<file path="src/rtl/dpcm_pkg.sv">
// Shared types for the DPCM residual path: default widths, RLE state encoding
// and the (value, run length, last) pair handed to the downstream packer.
package dpcm_pkg;

    localparam int DATA_W = 32;
    localparam int CNT_W  = 8;

    typedef enum logic [1:0] {
        IDLE  = 2'd0,
        ACCUM = 2'd1,
        EMIT  = 2'd2
    } rle_state_t;

    typedef struct packed {
        logic [DATA_W-1:0] data;
        logic [CNT_W-1:0]  count;
        logic              last;
    } rle_pair_t;

endpackage

</file>
<file path="src/rtl/dpcm_rle_encoder_if.sv">
// Residual-in / run-pair-out stream bundle for the RLE stage.
// The master side is whoever feeds residuals and consumes pairs.
interface dpcm_rle_encoder_if #(
    parameter int DATA_W = dpcm_pkg::DATA_W,
    parameter int CNT_W  = dpcm_pkg::CNT_W
);

    logic              in_valid;
    logic [DATA_W-1:0] in_data;
    logic              in_last;
    logic              in_ready;

    logic              out_valid;
    logic [DATA_W-1:0] out_data;
    logic [CNT_W-1:0]  out_count;
    logic              out_last;
    logic              out_ready;

    modport master (
        output in_valid, in_data, in_last, out_ready,
        input  in_ready, out_valid, out_data, out_count, out_last
    );

    modport slave (
        input  in_valid, in_data, in_last, out_ready,
        output in_ready, out_valid, out_data, out_count, out_last
    );

endinterface

</file>
<file path="src/rtl/dpcm_rle_encoder.sv">
// Run-length encoder for DPCM residuals: folds runs of equal words into
// (value, count) pairs, flushing on value change, count saturation or frame end.
module dpcm_rle_encoder
    import dpcm_pkg::*;
#(
    parameter int DATA_W = 32,
    parameter int CNT_W  = 8
) (
    input  logic                clk,
    input  logic                rst,
    dpcm_rle_encoder_if.slave   bus
);

    localparam logic [CNT_W-1:0] MAX_RUN = '1;
    localparam logic [CNT_W-1:0] ONE     = CNT_W'(1);

    function automatic logic run_full(input logic [CNT_W-1:0] cnt);
        return (cnt == MAX_RUN);
    endfunction

    rle_state_t        state, state_nxt;

    logic [DATA_W-1:0] run_val_p0, run_val_nxt;
    logic [CNT_W-1:0]  run_cnt_p0, run_cnt_nxt;
    logic              last_pend_p0, last_pend_nxt;

    logic [DATA_W-1:0] pair_data_p1, pair_data_nxt;
    logic [CNT_W-1:0]  pair_cnt_p1, pair_cnt_nxt;
    logic              pair_last_p1, pair_last_nxt;

    logic              accept;
    logic              xfer;
    logic              same_run;

    // Handshake qualifiers; in_ready depends on state alone, so out_ready never reaches it.
    assign accept   = bus.in_valid && (state != EMIT);
    assign xfer     = (state == EMIT) && bus.out_ready;
    assign same_run = (bus.in_data == run_val_p0) && !run_full(run_cnt_p0);

    always_comb begin
        state_nxt     = state;
        run_val_nxt   = run_val_p0;
        run_cnt_nxt   = run_cnt_p0;
        last_pend_nxt = last_pend_p0;
        pair_data_nxt = pair_data_p1;
        pair_cnt_nxt  = pair_cnt_p1;
        pair_last_nxt = pair_last_p1;

        unique case (state)
            IDLE: begin
                if (accept) begin
                    run_val_nxt = bus.in_data;
                    run_cnt_nxt = ONE;
                    if (bus.in_last) begin
                        pair_data_nxt = bus.in_data;
                        pair_cnt_nxt  = ONE;
                        pair_last_nxt = 1'b1;
                        state_nxt     = EMIT;
                    end else begin
                        state_nxt = ACCUM;
                    end
                end
            end

            ACCUM: begin
                if (accept) begin
                    if (same_run) begin
                        run_cnt_nxt = run_cnt_p0 + ONE;
                        if (bus.in_last) begin
                            pair_data_nxt = run_val_p0;
                            pair_cnt_nxt  = run_cnt_p0 + ONE;
                            pair_last_nxt = 1'b1;
                            state_nxt     = EMIT;
                        end
                    end else begin
                        // Close the current run; a last-flagged newcomer is emitted after it.
                        pair_data_nxt = run_val_p0;
                        pair_cnt_nxt  = run_cnt_p0;
                        pair_last_nxt = 1'b0;
                        run_val_nxt   = bus.in_data;
                        run_cnt_nxt   = ONE;
                        last_pend_nxt = bus.in_last;
                        state_nxt     = EMIT;
                    end
                end
            end

            EMIT: begin
                if (xfer) begin
                    if (pair_last_p1) begin
                        state_nxt = IDLE;
                    end else if (last_pend_p0) begin
                        pair_data_nxt = run_val_p0;
                        pair_cnt_nxt  = run_cnt_p0;
                        pair_last_nxt = 1'b1;
                        last_pend_nxt = 1'b0;
                    end else begin
                        state_nxt = ACCUM;
                    end
                end
            end

            default: begin
                state_nxt = IDLE;
            end
        endcase
    end

    // Stage boundary: run accumulator (p0) and output holding register (p1).
    always_ff @(posedge clk) begin
        if (rst) begin
            state        <= IDLE;
            run_val_p0   <= '0;
            run_cnt_p0   <= '0;
            last_pend_p0 <= 1'b0;
            pair_data_p1 <= '0;
            pair_cnt_p1  <= '0;
            pair_last_p1 <= 1'b0;
        end else begin
            state        <= state_nxt;
            run_val_p0   <= run_val_nxt;
            run_cnt_p0   <= run_cnt_nxt;
            last_pend_p0 <= last_pend_nxt;
            pair_data_p1 <= pair_data_nxt;
            pair_cnt_p1  <= pair_cnt_nxt;
            pair_last_p1 <= pair_last_nxt;
        end
    end

    assign bus.in_ready  = (state != EMIT);
    assign bus.out_valid = (state == EMIT);
    assign bus.out_data  = pair_data_p1;
    assign bus.out_count = pair_cnt_p1;
    assign bus.out_last  = pair_last_p1;

endmodule
</file>
<file path="src/flat_wrapper.sv">
// flat-port wrapper written by rule: the top's interface ports become plain ports
module dpcm_rle_encoder_flat import dpcm_pkg::*;
#(
    parameter int DATA_W = 32,
    parameter int CNT_W  = 8
)
  (clk, rst, bus_in_valid, bus_in_data, bus_in_last, bus_out_ready, bus_in_ready, bus_out_valid, bus_out_data, bus_out_count, bus_out_last);
  dpcm_rle_encoder_if #(.DATA_W(DATA_W), .CNT_W(CNT_W)) bus_i ();
  input  logic clk;
  input  logic rst;
  input wire logic [$bits(bus_i.in_valid)-1:0] bus_in_valid;
  input wire logic [$bits(bus_i.in_data)-1:0] bus_in_data;
  input wire logic [$bits(bus_i.in_last)-1:0] bus_in_last;
  input wire logic [$bits(bus_i.out_ready)-1:0] bus_out_ready;
  output wire logic [$bits(bus_i.in_ready)-1:0] bus_in_ready;
  output wire logic [$bits(bus_i.out_valid)-1:0] bus_out_valid;
  output wire logic [$bits(bus_i.out_data)-1:0] bus_out_data;
  output wire logic [$bits(bus_i.out_count)-1:0] bus_out_count;
  output wire logic [$bits(bus_i.out_last)-1:0] bus_out_last;
  assign bus_i.in_valid = bus_in_valid;
  assign bus_i.in_data = bus_in_data;
  assign bus_i.in_last = bus_in_last;
  assign bus_i.out_ready = bus_out_ready;
  assign bus_in_ready = bus_i.in_ready;
  assign bus_out_valid = bus_i.out_valid;
  assign bus_out_data = bus_i.out_data;
  assign bus_out_count = bus_i.out_count;
  assign bus_out_last = bus_i.out_last;
  dpcm_rle_encoder #(.DATA_W(DATA_W), .CNT_W(CNT_W)) u_core (.clk(clk), .rst(rst), .bus(bus_i));
endmodule
</file>
<file path="config.mk">
export PLATFORM = sky130hd
export DESIGN_NAME = dpcm_rle_encoder_flat
export DESIGN_NICKNAME = d
export VERILOG_FILES = /design/src/rtl/dpcm_pkg.sv /design/src/rtl/dpcm_rle_encoder_if.sv /design/src/rtl/dpcm_rle_encoder.sv /design/src/flat_wrapper.sv
export SDC_FILE = /design/constraint.sdc
export NUM_CORES = 1
export LEC_CHECK = 0
export CAP_MARGIN = 10
export CORE_UTILIZATION = 45
export CTS_CLUSTER_SIZE = 30
export DETAILED_ROUTE_END_ITERATION = 7
export GPL_ROUTABILITY_DRIVEN = 1
export GPL_TIMING_DRIVEN = 0
export PLACE_DENSITY = 0.81
export SYNTH_ARGS = -nofsm -noshare
export SYNTH_HDL_FRONTEND = slang
export SYNTH_SLANG_ARGS = --single-unit
</file>
<file path="constraint.sdc">
create_clock -name clk -period 8.4 [get_ports clk]
set_clock_uncertainty 0.15 [all_clocks]
set_input_delay 1.68 -clock clk [delete_from_list [all_inputs] [get_ports clk]]
set_output_delay 1.68 -clock clk [all_outputs]
set_load 0.05 [all_outputs]
</file>
==> results by group <==
Synth
  – Number of flops mapped to enable cells by yosys: 0
  – Sequential share of the synthesized area: 0.361
  – #FFs+latches synth: between 80 and 90
  – Ys flop type: dfxtp_1
  – Post-synth ARST share: 0
  – Post-Syn Area: approximately 4700 µm²
  – Synth unique cells: 52
  – Syn Area/Cell: around 9 µm²
  – Syn. warnings: 0
  – Mapped Nets: 560
  – Cells after synthesis: approximately 520

Setup path
  – Crit Path Category: in2reg
  – Crit-path max FO: 10
  – Top delay family on crit path: simple AND/OR/NAND/NOR gates
  – Worst Path Arrival: a little under 5000 ps
  – Crit path required time: 8460 ps
  – Crit-path max cell delay: about 600 ps
  – Critical path buffers and inverters: 3
  – FF-to-FF setup slack: 4970 ps
  – Critical Path, Cell by Cell: clkdlybuf4s50_1 > xor2_1 > nor4_1 > nand4_1 > or3_1 > inv_1 > clkbuf_1 > ha_1 > a22oi_1 > a311oi_1
  – Startpoint Class: input pin
  – CP max-delay cell: nor4_1
  – CP Capture Type: flip-flop

Drt
  – Drt drc: 0
  – Initial DRC count: 217
  – WL/cell: 17.3 µm
  – Routed vias/inst: approximately 5.8
  – 1st-pass router iterations: 5
  – Antenna-violating nets left: 0
  – Via count: roughly 4300
  – Final wirelength: 12900 µm

STA
  – Max Slew Vio Count: 0
  – Period utilization: 0.574
  – Crit path time final: roughly 4800 ps
  – RSZ-0062 raised after global routing: no
  – Final Hold Fails: 0
  – Slew @ Worst Pin: around 750 ps
  – Relative slew slack: 0.497
  – Fmax: approximately 210 MHz
  – Setup TNS: 0 ps
  – Final setup fails: 0

Die
  – Core area: roughly 9900 µm²
  – Chip Height: 104 µm
  – Die Footprint: 10800 µm²
  – Die Width: roughly 100 µm
  – Core Rows: 36
  – Io pins: 80
  – Initial Util: 0.470

CTS
  – PostCTS Resize Cnt: 0
  – Max Buffers Root-to-Sink: 2
  – H-tree depth: 3
  – Clock transition at path regs: 90 ps
  – Root Driver: clkbuf_8
  – Clock latency at the later pin of the worst-skew pair: roughly 370 ps
  – Hold buffers post-CTS: 0
  – Setup Buffers After CTS: 0
  – CTS tree: built
  – Num CTS Buffers: 9
  – # clock sinks: 84

Final layout
  – Fillers: 900
  – NumNets Final: about 650
  – Layout cells sized above 1: 0.101
  – Fin area: 5800 µm²
  – Area Growth Syn to Fin: 24.5%
  – Sequential cell area: 1680 µm²
  – Multi-input logic area: 2750 µm²
  – Ant diodes: 0

Place
  – Post-DP Area: roughly 5600 µm²
  – GPL Wtd Cong: 0.894
  – PortBufs: between 70 and 80
  – Post-DP HPWL: between 9000 and 10000 µm

Power
  – Total power: 0.00229 W
  – PD cells: between 300 and 400 nW/µm²
  – P_leak: about 2.1 nW
  – Maximum VDD drop: ~0.26 mV

Global route
  – GRT Residual Overflow: 0
  – First-pass GRT wire length: 20800 µm
  – Total GRT Usage: 0.242
  – Largest net degree at the start of global routing: 16
  – Initial antenna violation count: 0
  – Via count of the first global-routing pass: about 4200

Min path
  – Hold Path Class: reg2reg

Job
  – Max-Cap Viols: 0

Outcome
  – Outcome: complete, no violations
## layout make-up
cell class,instances,share of cell area
Multi-Input combinational cell,385,0.475
Sequential cell,84,0.290
Timing Repair Buffer,80,0.138
Buffer,39,0.0326
Tap cell,133,0.0287
Clock buffer,10,0.0220
Clock inverter,6,0.00820
Inverter,9,0.00583
## state kept, by name, indices dropped and copies added, names as in the netlist
signal	count
u_core.bus.out_count	8
u_core.bus.out_data	32
u_core.bus.out_last	1
u_core.last_pend_p0	1
u_core.run_cnt_p0	8
u_core.run_val_p0	32
u_core.state	2
## Yosys cell counts (2+ instances only)
master	number	area share
nand4_1	6	0.0081
nor4_4	2	0.0091
buf_6	5	0.012
ha_1	6	0.016
buf_2	4	0.0043
nor2_1	9	0.0073
a21oi_1	47	0.051
a211oi_2	30	0.081
a31oi_1	2	0.0027
o21ai_0	8	0.0086
a31o_2	2	0.0038
and3_1	2	0.0027
o31ai_1	4	0.0064
and3_4	2	0.0048
a311oi_1	2	0.0038
nor2b_1	3	0.0040
clkbuf_1	29	0.023
o211ai_1	4	0.0064
nand2b_1	7	0.0094
xor2_1	24	0.045
nor4_1	6	0.0081
a211oi_1	2	0.0032
nor3_1	9	0.0097
or3_1	2	0.0027
xnor2_1	8	0.015
mux2i_1	64	0.14
nand3_1	14	0.015
a32o_1	6	0.013
inv_1	9	0.0073
nand2_1	89	0.072
dfxtp_1	84	0.36
or4_1	6	0.0097
## routing by layer
metal / routed length (µm) / GRT usage / vias to the layer above / share of wire
met2: 6150 / 0.407 / 160 / 0.48
met4: 382 / 0.102 / 0 / 0.030
li1: - / - / 2056 / -
met1: 5540 / 0.298 / 2043 / 0.43
met3: 852 / 0.0503 / 33 / 0.066
met5: 0 / 0 / - / 0
## worst reg2reg max path: stages, from the launching register on
cell	delay, ps
dfxtp_1	370
ha_1	290
and3_4	220
and3_4	190
a311o_1	480
or3_1	450
inv_1	90
clkbuf_1	430
ha_1	320
a22oi_1	160
a311oi_1	130
## metrics by stage
step	hold WS, ps	worst slack (ps)	std cells	util
after CTS	341	3690	745	0.584
after floorplan	309	4470	517	-
final	341	3580	746	0.585
after global placement	318	3360	729	0.567
after global routing	365	3370	746	0.585
after detailed placement	327	3310	729	0.567
## cell families after synthesis
family,share of synthesized area
AO/OA/AOI/OAI,0.202
XOR/XNOR,0.0602
adder cells (fa/ha/maj),0.0161
buffers and inverters,0.0478
flip-flops,0.361
multiplexers,0.138
AND/OR/NAND/NOR,0.175
## where the power goes
group | internal (W) | switching [W]
Clock | 0.000110 | 0.000163
Sequential | 0.000532 | 0.0000970
Combinational | 0.000522 | 0.000870
Total | 0.00116 | 0.00113
## placed cells by master (no fill, tap or decap), types with 2 or more instances in the layout
cell,n
a211oi_1,2
a211oi_2,30
a21oi_1,47
a311oi_1,2
a31o_2,2
a31oi_1,2
a32o_1,6
and3_1,2
and3_4,2
buf_2,4
buf_6,5
clkbuf_1,30
clkbuf_8,9
clkdlybuf4s50_1,79
clkinvlp_4,4
dfxtp_1,84
ha_1,6
inv_1,9
inv_6,2
mux2i_1,64
nand2_1,89
nand2b_1,7
nand3_1,14
nand4_1,6
nor2_1,9
nor2b_1,3
nor3_1,9
nor4_1,6
nor4_4,2
o211ai_1,4
o21ai_0,8
o31ai_1,4
or3_1,2
or4_1,6
xnor2_1,8
xor2_1,24
## final timing paths
kind | start | to | cells past startpoint
max reg2reg | u_core.run_cnt_p0[0] | u_core.bus.out_count[0] | 10
min reg2reg | u_core.run_val_p0[8] | u_core.run_val_p0[8] | 2
min | u_core.run_val_p0[8] | u_core.run_val_p0[8] | 2
max | bus_in_data[7] | u_core.bus.out_count[0] | 10
(Power assumes the default switching activity.)
